[config.mk]
export PLATFORM = sky130hd
export DESIGN_NAME = lsu
export DESIGN_NICKNAME = d
export VERILOG_FILES = /design/src/rtl/lsu_pkg.sv /design/src/rtl/lsu_align.sv /design/src/rtl/lsu.sv
export SDC_FILE = /design/constraint.sdc
export NUM_CORES = 1
export LEC_CHECK = 0
export CAP_MARGIN = 20
export CORE_ASPECT_RATIO = 2
export CORE_UTILIZATION = 48
export CTS_CLUSTER_SIZE = 10
export DETAILED_ROUTE_END_ITERATION = 8
export PLACE_DENSITY = 0.84
export SLEW_MARGIN = 20
export SYNTH_ARGS = -nofsm -noshare
export SYNTH_HDL_FRONTEND = slang
export SYNTH_SLANG_ARGS = --single-unit
[constraint.sdc]
create_clock -name clock -period 6.7 [get_ports clock]
set_clock_uncertainty 0.2 [all_clocks]
set_input_delay 0.67 -clock clock [delete_from_list [all_inputs] [get_ports clock]]
set_output_delay 0.67 -clock clock [all_outputs]
set_load 0.05 [all_outputs]
[src/rtl/lsu_pkg.sv]
// Shared LSU definitions: FSM state encoding, decoder mem_size/wbmask encodings
// and the alignment rule used by the load/store datapath.
package lsu_pkg;

    typedef enum logic [1:0] {
        ST_IDLE  = 2'd0,
        ST_ISSUE = 2'd1,
        ST_WAIT  = 2'd2,
        ST_RESP  = 2'd3
    } lsu_state_e;

    localparam logic [1:0] MEM_SIZE_BYTE = 2'b00;
    localparam logic [1:0] MEM_SIZE_HALF = 2'b01;
    localparam logic [1:0] MEM_SIZE_WORD = 2'b10;

    localparam logic [3:0] WBMASK_BYTE = 4'b0001;
    localparam logic [3:0] WBMASK_HALF = 4'b0011;
    localparam logic [3:0] WBMASK_WORD = 4'b1111;

    // Size 2'b11 is not a legal access width, so it always faults.
    function automatic logic is_misaligned(input logic [1:0] size, input logic [1:0] off);
        case (size)
            MEM_SIZE_BYTE: return 1'b0;
            MEM_SIZE_HALF: return off[0];
            MEM_SIZE_WORD: return |off;
            default:       return 1'b1;
        endcase
    endfunction

endpackage

[src/rtl/lsu_align.sv]
// Combinational lane logic: store strobe/data shifting, load extraction with
// sign/zero extension, and the request-side misalignment check.
module lsu_align
    import lsu_pkg::*;
#(
    parameter int REG_END_WORD = 31
) (
    input  logic [1:0]            chk_off_i,
    input  logic [1:0]            chk_size_i,
    input  logic [1:0]            off_i,
    input  logic [1:0]            size_i,
    input  logic                  sign_i,
    input  logic [3:0]            wbmask_i,
    input  logic [REG_END_WORD:0] wdata_i,
    input  logic [REG_END_WORD:0] rdata_i,
    output logic [3:0]            wstrb_o,
    output logic [REG_END_WORD:0] wdata_o,
    output logic [REG_END_WORD:0] load_o,
    output logic                  misaligned_o
);

    logic [4:0]            bit_off;
    logic [REG_END_WORD:0] sh;

    assign bit_off      = {off_i, 3'b000};
    assign wstrb_o      = wbmask_i << off_i;
    assign wdata_o      = wdata_i << bit_off;
    assign sh           = rdata_i >> bit_off;
    assign misaligned_o = is_misaligned(chk_size_i, chk_off_i);

    // NOTE: a default arm covers every size value, so load_o is always assigned and no latch is inferred.
    always_comb begin
        case (size_i)
            MEM_SIZE_BYTE: load_o = {{(REG_END_WORD - 7){sign_i & sh[7]}}, sh[7:0]};
            MEM_SIZE_HALF: load_o = {{(REG_END_WORD - 15){sign_i & sh[15]}}, sh[15:0]};
            default:       load_o = sh;
        endcase
    end

endmodule

[src/rtl/lsu.sv]
// Load/store unit: accepts one memory op at a time, issues it on a word-addressed
// valid/ready port and returns an extended load result or a fault.
module lsu
    import lsu_pkg::*;
#(
    parameter int REG_END_WORD = 31,
    parameter int REG_END_ID   = 4
) (
    input  logic                  clock,
    input  logic                  reset_n,
    input  logic                  req_valid,
    output logic                  req_ready,
    input  logic [REG_END_WORD:0] req_addr,
    input  logic [REG_END_WORD:0] req_wdata,
    input  logic                  req_wen,
    input  logic [3:0]            req_wbmask,
    input  logic [1:0]            req_size,
    input  logic                  req_sign,
    input  logic [REG_END_ID:0]   req_rd,
    output logic                  mem_valid,
    input  logic                  mem_ready,
    output logic [REG_END_WORD:0] mem_addr,
    output logic                  mem_wen,
    output logic [3:0]            mem_wstrb,
    output logic [REG_END_WORD:0] mem_wdata,
    input  logic                  mem_rvalid,
    input  logic [REG_END_WORD:0] mem_rdata,
    output logic                  rsp_valid,
    input  logic                  rsp_ready,
    output logic [REG_END_WORD:0] rsp_data,
    output logic [REG_END_ID:0]   rsp_rd,
    output logic                  rsp_wen,
    output logic                  rsp_fault
);

    lsu_state_e            state_q, state_d;
    logic [REG_END_WORD:0] addr_q, wdata_q, rsp_data_q;
    logic                  wen_q, sign_q, fault_q;
    logic [3:0]            wbmask_q;
    logic [1:0]            size_q;
    logic [REG_END_ID:0]   rd_q;
    logic                  accept, capture, req_misaligned;
    logic [REG_END_WORD:0] load_ext;

    lsu_align #(.REG_END_WORD(REG_END_WORD)) u_align (
        .chk_off_i   (req_addr[1:0]),
        .chk_size_i  (req_size),
        .off_i       (addr_q[1:0]),
        .size_i      (size_q),
        .sign_i      (sign_q),
        .wbmask_i    (wbmask_q),
        .wdata_i     (wdata_q),
        .rdata_i     (mem_rdata),
        .wstrb_o     (mem_wstrb),
        .wdata_o     (mem_wdata),
        .load_o      (load_ext),
        .misaligned_o(req_misaligned)
    );

    always_comb begin
        state_d = state_q;
        accept  = 1'b0;
        capture = 1'b0;
        case (state_q)
            ST_IDLE: if (req_valid) begin
                accept  = 1'b1;
                state_d = req_misaligned ? ST_RESP : ST_ISSUE;
            end
            ST_ISSUE: if (mem_ready) begin
                if (wen_q) begin
                    state_d = ST_RESP;
                end else if (mem_rvalid) begin
                    capture = 1'b1;
                    state_d = ST_RESP;
                end else begin
                    state_d = ST_WAIT;
                end
            end
            ST_WAIT: if (mem_rvalid) begin
                capture = 1'b1;
                state_d = ST_RESP;
            end
            ST_RESP: if (rsp_ready) state_d = ST_IDLE;
            default: state_d = ST_IDLE;
        endcase
    end

    // NOTE: non-blocking assignments so every register samples pre-edge values.
    always_ff @(posedge clock or negedge reset_n) begin
        if (!reset_n) state_q <= ST_IDLE;
        else          state_q <= state_d;
    end

    always_ff @(posedge clock or negedge reset_n) begin
        if (!reset_n) begin
            addr_q     <= '0;
            wdata_q    <= '0;
            wen_q      <= 1'b0;
            wbmask_q   <= '0;
            size_q     <= '0;
            sign_q     <= 1'b0;
            rd_q       <= '0;
            fault_q    <= 1'b0;
            rsp_data_q <= '0;
        end else if (accept) begin
            addr_q     <= req_addr;
            wdata_q    <= req_wdata;
            wen_q      <= req_wen;
            wbmask_q   <= req_wbmask;
            size_q     <= req_size;
            sign_q     <= req_sign;
            rd_q       <= req_rd;
            fault_q    <= req_misaligned;
            rsp_data_q <= '0;
        end else if (capture) begin
            rsp_data_q <= load_ext;
        end
    end

    assign req_ready = (state_q == ST_IDLE);
    assign mem_valid = (state_q == ST_ISSUE);
    assign mem_addr  = {addr_q[REG_END_WORD:2], 2'b00};
    assign mem_wen   = wen_q;
    assign rsp_valid = (state_q == ST_RESP);
    assign rsp_data  = rsp_data_q;
    assign rsp_rd    = rd_q;
    assign rsp_fault = fault_q;
    // Writeback is gated by RESP so an idle or reset unit never claims a write.
    assign rsp_wen   = (state_q == ST_RESP) && !wen_q && !fault_q;

endmodule

Yosys cells after proc, flatten, opt, wreduce, memory -nomap -nowiden
Cells that the tools add are included.
- $add $sub $neg: 0
- eq/ne operators: 10
- multiplexer cells: 18
- multiply operators: 0
- magnitude comparators: 0
- div/mod/pow operators: 0
- reductions and logical operators: 10
- shift-type cells: 3
- bitwise gates (word level): 2
- operators with widths (cell ; number):
    $mux 32 ; 2
    $pmux 32 s2 ; 1
    $shl 32x5->32 ; 1
    $shr 32x5->32 ; 1
    $mux 2 ; 5
    $pmux 2 s4 ; 1
    $mux 1 ; 7
    $eq 2x1->1 const B ; 3
    $eq 2x2->1 const B ; 3
    $logic_not 2->1 ; 3
    $ne 2x1->1 const B ; 2
    $ne 2x2->1 const B ; 2
    $reduce_and 4->1 ; 1
    $shl 4x2->4 ; 1
    $pmux 1 s3 ; 1
    $and 1x1->1 ; 2
    $logic_and 1x1->1 ; 2
    $logic_not 1->1 ; 2
    $pmux 1 s2 ; 1
    $reduce_bool 2->1 ; 1
    $reduce_or 2->1 ; 1
- memory bits (writable): 0
- memories kept: 0
- register bits after elaboration: 112
- bits in latches: 0
- output and inout port bits: 111
- input port bits: 115
- memory bits (read-only): 0

Logic depth before layout (Yosys ltp)
Gate-level depths: netlist (run 1).
- depth after elaboration: 6
- mapped depth: 9
- depth with buffers taken out: 6

By module
A second synthesis (run 1) with hierarchy kept.
- cell total of the unflattened synthesis: 724
- area total of the unflattened synthesis: 5953.2 sq um
- by module, submodules not included (module ; sequential area each (sq um) ; times used ; cells an instance ; area each (sq um)):
    lsu ; 2802.7 ; 1 ; 527 ; 4672.0
    lsu_align ; 0.0 ; 1 ; 197 ; 1281.2

Worst setup path after synthesis (run 1)
OpenSTA, ideal clock, no wires.
- path kind: reg-to-output
- start: reg addr_q[0]
- end: out mem_wdata[16]
- data required time: 5.830 ns
- stages on the path, launching flop included: 7
- buffers on the path: 4
- arrival: 2.372 ns
- path slack: 3.458 ns
- cell sequence: dfrtp_1 > buf_2 > buf_2 > clkbuf_1 > buf_4 > mux2i_1 > o21ai_0
- cells in the longest elaborated chain, start to end: 1
- ends and longest elaborated chain (what ; RTL line ; text):
    start: declaration ; lsu.sv:37 ; logic [REG_END_WORD:0] addr_q, wdata_q, rsp_data_q;
    start signal: assignment ; lsu.sv:106 ; addr_q <= req_addr;
    $shl 32x5->32 ; lsu_align.sv:27 ; assign wdata_o = wdata_i << bit_off;
    end: declaration ; lsu.sv:25 ; output logic [REG_END_WORD:0] mem_wdata,
No other way between the ends.

Worst setup path after layout (run 1)
- start: reg addr_q[0]
- end: out mem_wdata[20]
The elaborated chain is that of the path after synthesis.

==> results of run 1 <==
[registers in the layout, indices dropped and copies added (netlist names)]
name,count
sign_q,1
wdata_q,32
wbmask_q,4
addr_q,32
rsp_fault,1
rsp_rd,5
mem_wen,1
rsp_data,32
state_q,2
size_q,2
[per-layer routing]
metal | part of all wire [%] | GRT usage [%]
met4 | 5.0 | 17.2
met1 | 36 | 30.3
met5 | 0 | 0
met3 | 5.0 | 4.64
met2 | 54 | 50.5
[Yosys cell counts]
cell,count
and3b_1,1
mux4_2,8
o2111ai_1,2
dfrtp_1,112
nand2b_1,3
buf_4,34
o31ai_1,2
o22ai_1,1
mux2_2,8
o21ai_2,1
a2bb2oi_1,1
nand3b_1,7
o21ba_2,1
buf_6,3
clkbuf_1,20
nor3b_2,1
a21oi_1,17
clkbuf_2,2
o211ai_1,1
and2_1,11
a211oi_1,9
nor2_1,22
nor3_1,3
a211o_1,1
a221o_1,15
ha_1,5
o21a_1,1
a211oi_2,1
o2bb2ai_1,8
and3_1,1
or2_2,1
nor2b_1,11
conb_1,1
nand2_1,246
o21ai_0,16
buf_2,8
buf_1,7
inv_1,4
mux2i_1,35
[cell families (layout without fill, tap and decap cells)]
family | Yosys count | after routing | share of synthesized area, %
other | 1 | 3 | 0.0651
flip-flops | 112 | 112 | 48.6
multiplexers | 51 | 51 | 10.8
buffers and inverters | 78 | 251 | 7.90
adder cells (fa/ha/maj) | 5 | 5 | 1.09
AO/OA/AOI/OAI | 77 | 77 | 9.64
AND/OR/NAND/NOR | 307 | 307 | 21.9
[critical path: stages, from the launching register on]
cell	delay [ps]
dfrtp_2	670
buf_4	400
nor2b_1	680
nand2_1	110
o21ai_0	110
clkdlybuf4s50_1	830
[area by class of cell]
| type | count | area share [%] |
|---|---|---|
| timing repair buffer | 231 | 28.6 |
| clock inverter | 5 | 0.494 |
| tap | 145 | 2.24 |
| inverter | 4 | 0.185 |
| sequential | 112 | 34.6 |
| clock buffer | 11 | 2.87 |
| antenna | 1 | 0.0308 |
| multi-input combinational | 442 | 31.0 |
[power breakdown]
| part | switching (mW) | internal [mW] | leakage [nW] |
|---|---|---|---|
| Clock | 0.240 | 0.256 | 0.134 |
| Sequential | 0.265 | 0.972 | 1.43 |
| Combinational | 1.95 | 1.03 | 2.20 |
[final timing paths]
path | slack [ps] | cells past startpoint | end
max | 2660 | 5 | mem_wdata[20]
min | 60 | 1 | addr_q[28]$_DFFE_PN0P_
max reg2reg | 3250 | 5 | rsp_data[22]$_DFFE_PN0P_
min reg2reg | 270 | 2 | wbmask_q[3]$_DFFE_PN0P_
max in group asynchronous | 5240 | 3 | wdata_q[9]$_DFFE_PN0P_
min in group clock | 270 | 2 | wbmask_q[3]$_DFFE_PN0P_
[through the flow]
step	util (%)	area (sq um)	hold WS, ps
3_3_place_gp	66.5	7780	253
5_1_grt	69.3	8110	81.1
6_report	69.3	8110	59.5
4_1_cts	68.8	8060	68.1
3_5_place_dp	66.5	7780	255
2_1_floorplan	-	5770	174
[placed cells by master (no fill, tap or decap), drive strengths merged, types with 2 or more instances in the layout]
cell and count:
and2 11, conb 2, nand3b 7, nor3 3, buf 9, nand2b 3, nor2 22, o2bb2ai 8
o2111ai 2, inv 6, o31ai 2, mux2i 35, mux4 8, ha 5, mux2 8, a221o 15
clkbuf 11, clkdlybuf4s50 222, o21ai 17, a21oi 17, clkinv 3, dfrtp 112, a211oi 10, nor2b 11
nand2 246
==> impl_metrics.tcl, run 1 <==
set metrics [dict create \
    dieArea_sq_um 12500 \
    clk_pin_slew_ps 80 \
    totalWireLength_um 16900 \
    layout_setup_ws_ps 2660 \
    place_congestion 0.852 \
    tightestPinTransition_ps 1030 \
    cts_tree "done" \
    finalCriticalPeriod_ps 4040 \
    finalSetupViolCount 0 \
    pin_count 226 \
    multi_input_area_sq_um 2510 \
    r2r_start "addr_q[0]$_DFFE_PN0P_" \
    critPathLaunchType "register" \
    synthTopCellsByArea "dfrtp_1, nand2_1, mux2i_1" \
    first_global_vias 5350 \
    final_nets 920 \
    regArea_sq_um 2810 \
    crit_required_ps 5830 \
    synth-seq-cells 112 \
    syn2layout_area_growth_pct 40.7 \
    ant_nets 0 \
    hold_viol 0 \
    worstHoldPathType "input port to async pin" \
    antenna_found_initial 0 \
    grt_usage_pct 28.2 \
    numCtsBuffers 9 \
    status "completed" \
    grt_max_degree 87 \
    yosysTopAreaCell "dfrtp_1" \
    core_area_sq_um 11700 \
    cp-end-kind "output pin" \
    rsz0062_at_grt "no" \
    initial_core_util_pct 49.3 \
    hpwlAfterDp_um 12500 \
    synth_warnings 0 \
    total_power_mw 4.71 \
    slew_viol_final 0 \
    die_h_um 157 \
    via_per_inst 5.38 \
    cap_violations 0 \
    ys_seq_area_share_pct 48.6 \
    rows 56 \
    max-vdd-ir-drop_v 0.000434 \
    io_buffers 223 \
    ys_types 39 \
    wl_per_cell_um 17.7 \
    crit_start "addr_q[0]$_DFFE_PN0P_" \
    cts.sinks 112 \
    p_per_area_nw_per_um2 580 \
    hold_buffers 0 \
    synthCells 631 \
    vias 5121 \
    slew_headroom_pct 31.5 \
    drive_above_1_share_pct 5.96 \
    cp_max_fo 38 \
    drc 0 \
    grt_pass1_wl_um 26800 \
    htreeDepth 3 \
    cts_buffer_depth 2 \
    root_buffer "clkbuf_16" \
    layout.cells.non_filler 951 \
    grt-ovfl-total 0 \
    syn-mean-instance-area_sq_um 9.14 \
    post-cts-setup-buffers 0 \
    drt_iter0_drc 284 \
    p_leak_nw 3.77 \
    die_w_um 79.5 \
    nFillCells 870 \
    netlist_area_sq_um 5760 \
    path_class "register to output pin" \
    arrival_ps 3170 \
    insertion_delay_ps 340 \
    dp.cells 931 \
    first_pass_iters 4 \
    fin_tns_setup_ps 0 \
    post-place-ws_ps 2970 \
    max_clock_freq_mhz 248 \
    yosys.area.top_type_share_pct 48.6 \
    cts_resized 0 \
    fin_crit_sh_pct 60.3 \
]
No activity file was read; power rests on OpenSTA's default activity.
==> inputs of run 2 (changes only) <==
CORE_UTILIZATION = 44   (was 48)
PLACE_DENSITY = 0.78   (was 0.84)
clock period = 4 ns   (was 6.7 ns; I/O delays follow)
==> run 2 against run 1 <==
Against the previous run:
- sequential cell count unchanged
- worst setup slack lost 2000 ps
- via count fell by 0.35%
- die area grew 8.9%
- final cell count increased by 0.63%
- sequential share of layout area down 0.15 points
- register-to-register slack got worse by 2200 ps
- critical path depth is 1 lower
- routed wire length shrank 1.9%
- utilization decreased by 5.2 points
- final area is 0.45% higher
- clock power is 85% higher
- largest cell class unchanged
==> impl_metrics.tcl, run 2 (synthesized netlist as in run 1, its figures left out) <==
set metrics [dict create \
    die_w_um 82.9 \
    slew_headroom_pct 35.3 \
    dieArea_sq_um 13600 \
    cts.sinks 112 \
    antenna_found_initial 0 \
    core_area_sq_um 12700 \
    place_congestion 0.926 \
    met3_wirelength_um 788 \
    finalCriticalPeriod_ps 3380 \
    grt-ovfl-total 0 \
    drc 0 \
    tightestPinTransition_ps 969 \
    wl_per_cell_um 17.3 \
    finalSetupViolCount 0 \
    crit_family "buffers and inverters" \
    slowest_stage "clkdlybuf4s50_1" \
    totalWireLength_um 16600 \
    grt_pass1_wl_um 26900 \
    max-vdd-ir-drop_v 0.000641 \
    root_buffer "clkbuf_16" \
    worstRegToRegCells 4 \
    crit_chain "nor2b_1 > nand2_1 > o21ai_0 > clkdlybuf4s50_1" \
    initial_core_util_pct 45.4 \
    ant_nets 0 \
    p_leak_nw 3.78 \
    cts_buffer_depth 2 \
    cts_tree "done" \
    critPathLaunchType "register" \
    first_global_vias 5318 \
    cp-end-kind "output pin" \
    die_h_um 164 \
    crit_required_ps 3400 \
    clk_pin_slew_ps 70 \
    max_clock_freq_mhz 296 \
    post-route-util_pct 64.2 \
    hold_viol 0 \
    routed-wl-met2_um 9180 \
    final_cell_mix "nand2_1, clkdlybuf4s50_1, dfrtp_1" \
    vias 5103 \
    fin_crit_sh_pct 84.4 \
    path_class "register to output pin" \
    via_per_inst 5.33 \
    htreeDepth 3 \
    critPathBufInv 1 \
    insertion_delay_ps 330 \
    first_pass_iters 4 \
    r2r_setup_slack_ps 1030 \
    io_buffers 223 \
    cp_slowest_stage_delay_ps 840 \
    highest_layer "met4" \
    post-place-ws_ps 976 \
    r2r_start "addr_q[1]$_DFFE_PN0P_" \
    crit_start "addr_q[1]$_DFFE_PN0P_" \
    arrival_ps 2780 \
    slew_viol_final 0 \
    cp_max_fo 27 \
    drive_above_1_share_pct 6.20 \
    crit_end "mem_wdata[22]" \
    r2r_end "rsp_data[22]$_DFFE_PN0P_" \
    rows 58 \
    cts_resized 0 \
    fin_tns_setup_ps 0 \
    layout_setup_ws_ps 625 \
    nFillCells 1028 \
    pin_count 226 \
    final_common_cell "nand2_1" \
    worstHoldPathType "register to register" \
    status "completed" \
    syn2layout_area_growth_pct 41.4 \
    crit_cells 4 \
    cap_violations 0 \
    antennaDiodeCount 0 \
    grt_usage_pct 25.1 \
    hpwlAfterDp_um 12500 \
    drt_iter0_drc 260 \
    drt-met1-wl_um 5930 \
    grt_max_degree 79 \
    final_nets 922 \
    rsz0062_at_grt "no" \
    p_per_area_nw_per_um2 974 \
    numCtsBuffers 9 \
    holdPathStages 2 \
]
[run 2: layout make-up]
type	count	area [sq um]	area share, %
Clock buffer	11	243	2.98
Inverter	4	15.0	0.184
Timing Repair Buffer	233	2320	28.5
Tap cell	150	188	2.30
Clock inverter	5	65.1	0.798
Multi-Input combinational cell	442	2510	30.8
Sequential cell	112	2810	34.4
[run 2: worst min-delay path by stage]
stage	slack, ps	from	endpoint
final	280	wdata_q[29]$_DFFE_PN0P_	wdata_q[29]$_DFFE_PN0P_
after global routing	290	rsp_rd[3]$_DFFE_PN0P_	rsp_rd[3]$_DFFE_PN0P_
after CTS	280	addr_q[25]$_DFFE_PN0P_	addr_q[25]$_DFFE_PN0P_
after detailed placement	250	wdata_q[25]$_DFFE_PN0P_	wdata_q[25]$_DFFE_PN0P_
after global placement	250	wdata_q[27]$_DFFE_PN0P_	wdata_q[27]$_DFFE_PN0P_
after floorplan	-100	reset_n	addr_q[0]$_DFFE_PN0P_
[run 2: power by group]
part / leakage, nW / internal [mW] / switching (mW)
combinational: 2.20 / 1.72 / 3.28
clock: 0.150 / 0.509 / 0.408
sequential: 1.43 / 1.63 / 0.388
[run 2: through the flow]
stage	instance area, sq um	power [mW]	hold slack [ps]	std cells
after floorplan	5770	5.62	-95.6	632
after CTS	8150	7.99	281	957
after global placement	7830	6.98	250	940
final	8150	7.93	279	957
after global routing	8150	8.37	290	957
after detailed placement	7830	7.06	254	940
[run 2: layer usage]
| layer | vias to the layer above | track usage (%) |
|---|---|---|
| li1 | 2401 | - |
| met3 | 42 | 3.52 |
| met5 | - | 0 |
| met2 | 200 | 47.1 |
| met1 | 2460 | 27.2 |
| met4 | 0 | 12.5 |
[run 2: worst min-delay path, stage by stage, from the launching register on]
cell and delay, ps:
dfrtp_1 340, nand2_1 50, nand2_1 60
[run 2: timing repair]
action / 4_1_cts / 5_1_grt
hold endpoints to repair: 49 / 0
hold buffers: 1 / 0
buffers inserted: 0 / 0
==> inputs of run 3 (changes only) <==
clock period = 3.2 ns   (was 4 ns; I/O delays follow)
==> run 3 against run 2 <==
Against the previous run:
- worst setup slack got worse by 340 ps
- via count is 0.73% higher
- count of clock-buffer cells in the layout decreased by 1
- hold slack worse by 8.1 ps
- combinational power up 31%
- first-iteration DRC count decreased by 8.8%
- global-route usage increased by 1.2 points
- largest cell class unchanged
- total power is 29% higher
- critical path depth shrank 1
- sequential power rose by 26%
==> impl_metrics.tcl, run 3 (synthesized netlist as in run 1, its figures left out) <==
set metrics [dict create \
    core_area_sq_um 12700 \
    place_congestion 0.878 \
    path_class "register to output pin" \
    cts_resized 0 \
    met3_wirelength_um 583 \
    hold_path_end "wdata_q[25]$_DFFE_PN0P_" \
    totalWireLength_um 17400 \
    r2r_end "rsp_data[22]$_DFFE_PN0P_" \
    vias 5140 \
    die_h_um 164 \
    fin_tns_setup_ps 0 \
    grt_pass1_wl_um 27700 \
    slew_headroom_pct 35.2 \
    root_buffer "clkbuf_16" \
    grt_usage_pct 26.3 \
    post-cts-setup-buffers 0 \
    cp_slowest_stage_delay_ps 850 \
    initial_core_util_pct 45.4 \
    max-vdd-ir-drop_v 0.000842 \
    holdPathStages 2 \
    crit_chain "a211oi_1 > a21oi_1 > clkdlybuf4s50_1" \
    first_global_vias 5347 \
    fin_crit_sh_pct 91.1 \
    cp-end-kind "output pin" \
    finalCriticalPeriod_ps 2920 \
    crit_required_ps 2680 \
    finalSetupViolCount 0 \
    rows 58 \
    ant_nets 0 \
    cts_buffer_depth 2 \
    cts.sinks 112 \
    r2r_start "addr_q[1]$_DFFE_PN0P_" \
    status "completed" \
    grt_max_degree 64 \
    worstHoldStart "wdata_q[25]$_DFFE_PN0P_" \
    dieArea_sq_um 13600 \
    slew_viol_final 0 \
    slowest_stage "clkdlybuf4s50_1" \
    antennaDiodeCount 0 \
    io_buffers 223 \
    insertion_delay_ps 340 \
    hpwlAfterDp_um 13300 \
    pin_count 226 \
    final_nets 927 \
    numCtsBuffers 9 \
    post-route-util_pct 65.1 \
    r2r_setup_slack_ps 600 \
    worstRegToRegCells 4 \
    max_clock_freq_mhz 343 \
    drt-met1-wl_um 6240 \
    final_cell_mix "nand2_1, clkdlybuf4s50_1, dfrtp_1" \
    die_w_um 82.9 \
    final_common_cell "nand2_1" \
    clk_pin_slew_ps 80 \
    drc 0 \
    first_pass_iters 4 \
    tightestPinTransition_ps 971 \
    cap_violations 0 \
    drive_above_1_share_pct 8.87 \
    cts_tree "done" \
    wl_per_cell_um 18.1 \
    cp_max_fo 44 \
    grt-ovfl-total 0 \
    p_leak_nw 3.87 \
    syn2layout_area_growth_pct 43.4 \
    via_per_inst 5.34 \
    hold_viol 0 \
    worstHoldPathType "register to register" \
    htreeDepth 3 \
    rsz0062_at_grt "no" \
    highest_layer "met4" \
    routed-wl-met2_um 9890 \
    antenna_found_initial 0 \
    drt_iter0_drc 237 \
    critPathLaunchType "register" \
    arrival_ps 2400 \
    p_per_area_nw_per_um2 1240 \
]
[run 3: worst max-delay path, delay by kind of cell (launching register included)]
kind | cells | cell delay (ps)
AOI/OAI and AO/OA | 2 | 340
buffers and inverters | 1 | 850
DFF | 1 | 840
[run 3: worst max path at each step]
| stage | start | end | slack, ps | cells after the start |
|---|---|---|---|---|
| 3_3_place_gp | mem_ready | rsp_data[23]$_DFFE_PN0P_ | 680 | 5 |
| 2_1_floorplan | addr_q[0]$_DFFE_PN0P_ | mem_wdata[16] | 310 | 6 |
| 6_report | addr_q[1]$_DFFE_PN0P_ | mem_wdata[28] | 280 | 3 |
| 5_1_grt | addr_q[1]$_DFFE_PN0P_ | mem_wdata[28] | 190 | 3 |
| 3_5_place_dp | mem_ready | rsp_data[29]$_DFFE_PN0P_ | 610 | 5 |
| 4_1_cts | addr_q[1]$_DFFE_PN0P_ | mem_wdata[28] | 290 | 3 |
[run 3: final cells by class]
cell class                 instances  area, sq um
fill                            1003         4430
sequential                       112         2810
multi-input combinational        442         2510
inverter                           4         15.0
timing repair buffer             238         2440
clock inverter                     6         76.3
clock buffer                      10          229
tap                              150          188
[run 3: metrics by stage]
stage	total power, mW	setup WS, ps	area (sq um)	cells	hold WS [ps]
CTS	10.3	289	8270	962	273
floorplan	7.02	308	5770	632	-176
global route	10.8	185	8270	962	287
detailed placement	9.12	613	7950	945	192
global placement	8.98	680	7950	945	184
finish	10.2	284	8270	962	271
[run 3: layer usage]
layer | track usage (%) | vias to the layer above
met5 | 0 | -
met4 | 12.4 | 0
met1 | 27.1 | 2510
met3 | 4.17 | 42
li1 | - | 2403
met2 | 50.9 | 185
[run 3: power by group]
part,internal [mW],leakage (nW),switching (mW),total (mW)
registers,2.03,1.43,0.514,2.55
clock network,0.623,0.150,0.538,1.16
logic,2.34,2.29,4.19,6.53
[run 3: repair_timing]
| item | 4_1_cts | 5_1_grt |
|---|---|---|
| hold buffers | 1 | 0 |
| endpoints found under the hold margin | 49 | 0 |
| setup endpoints to repair | 0 | 0 |
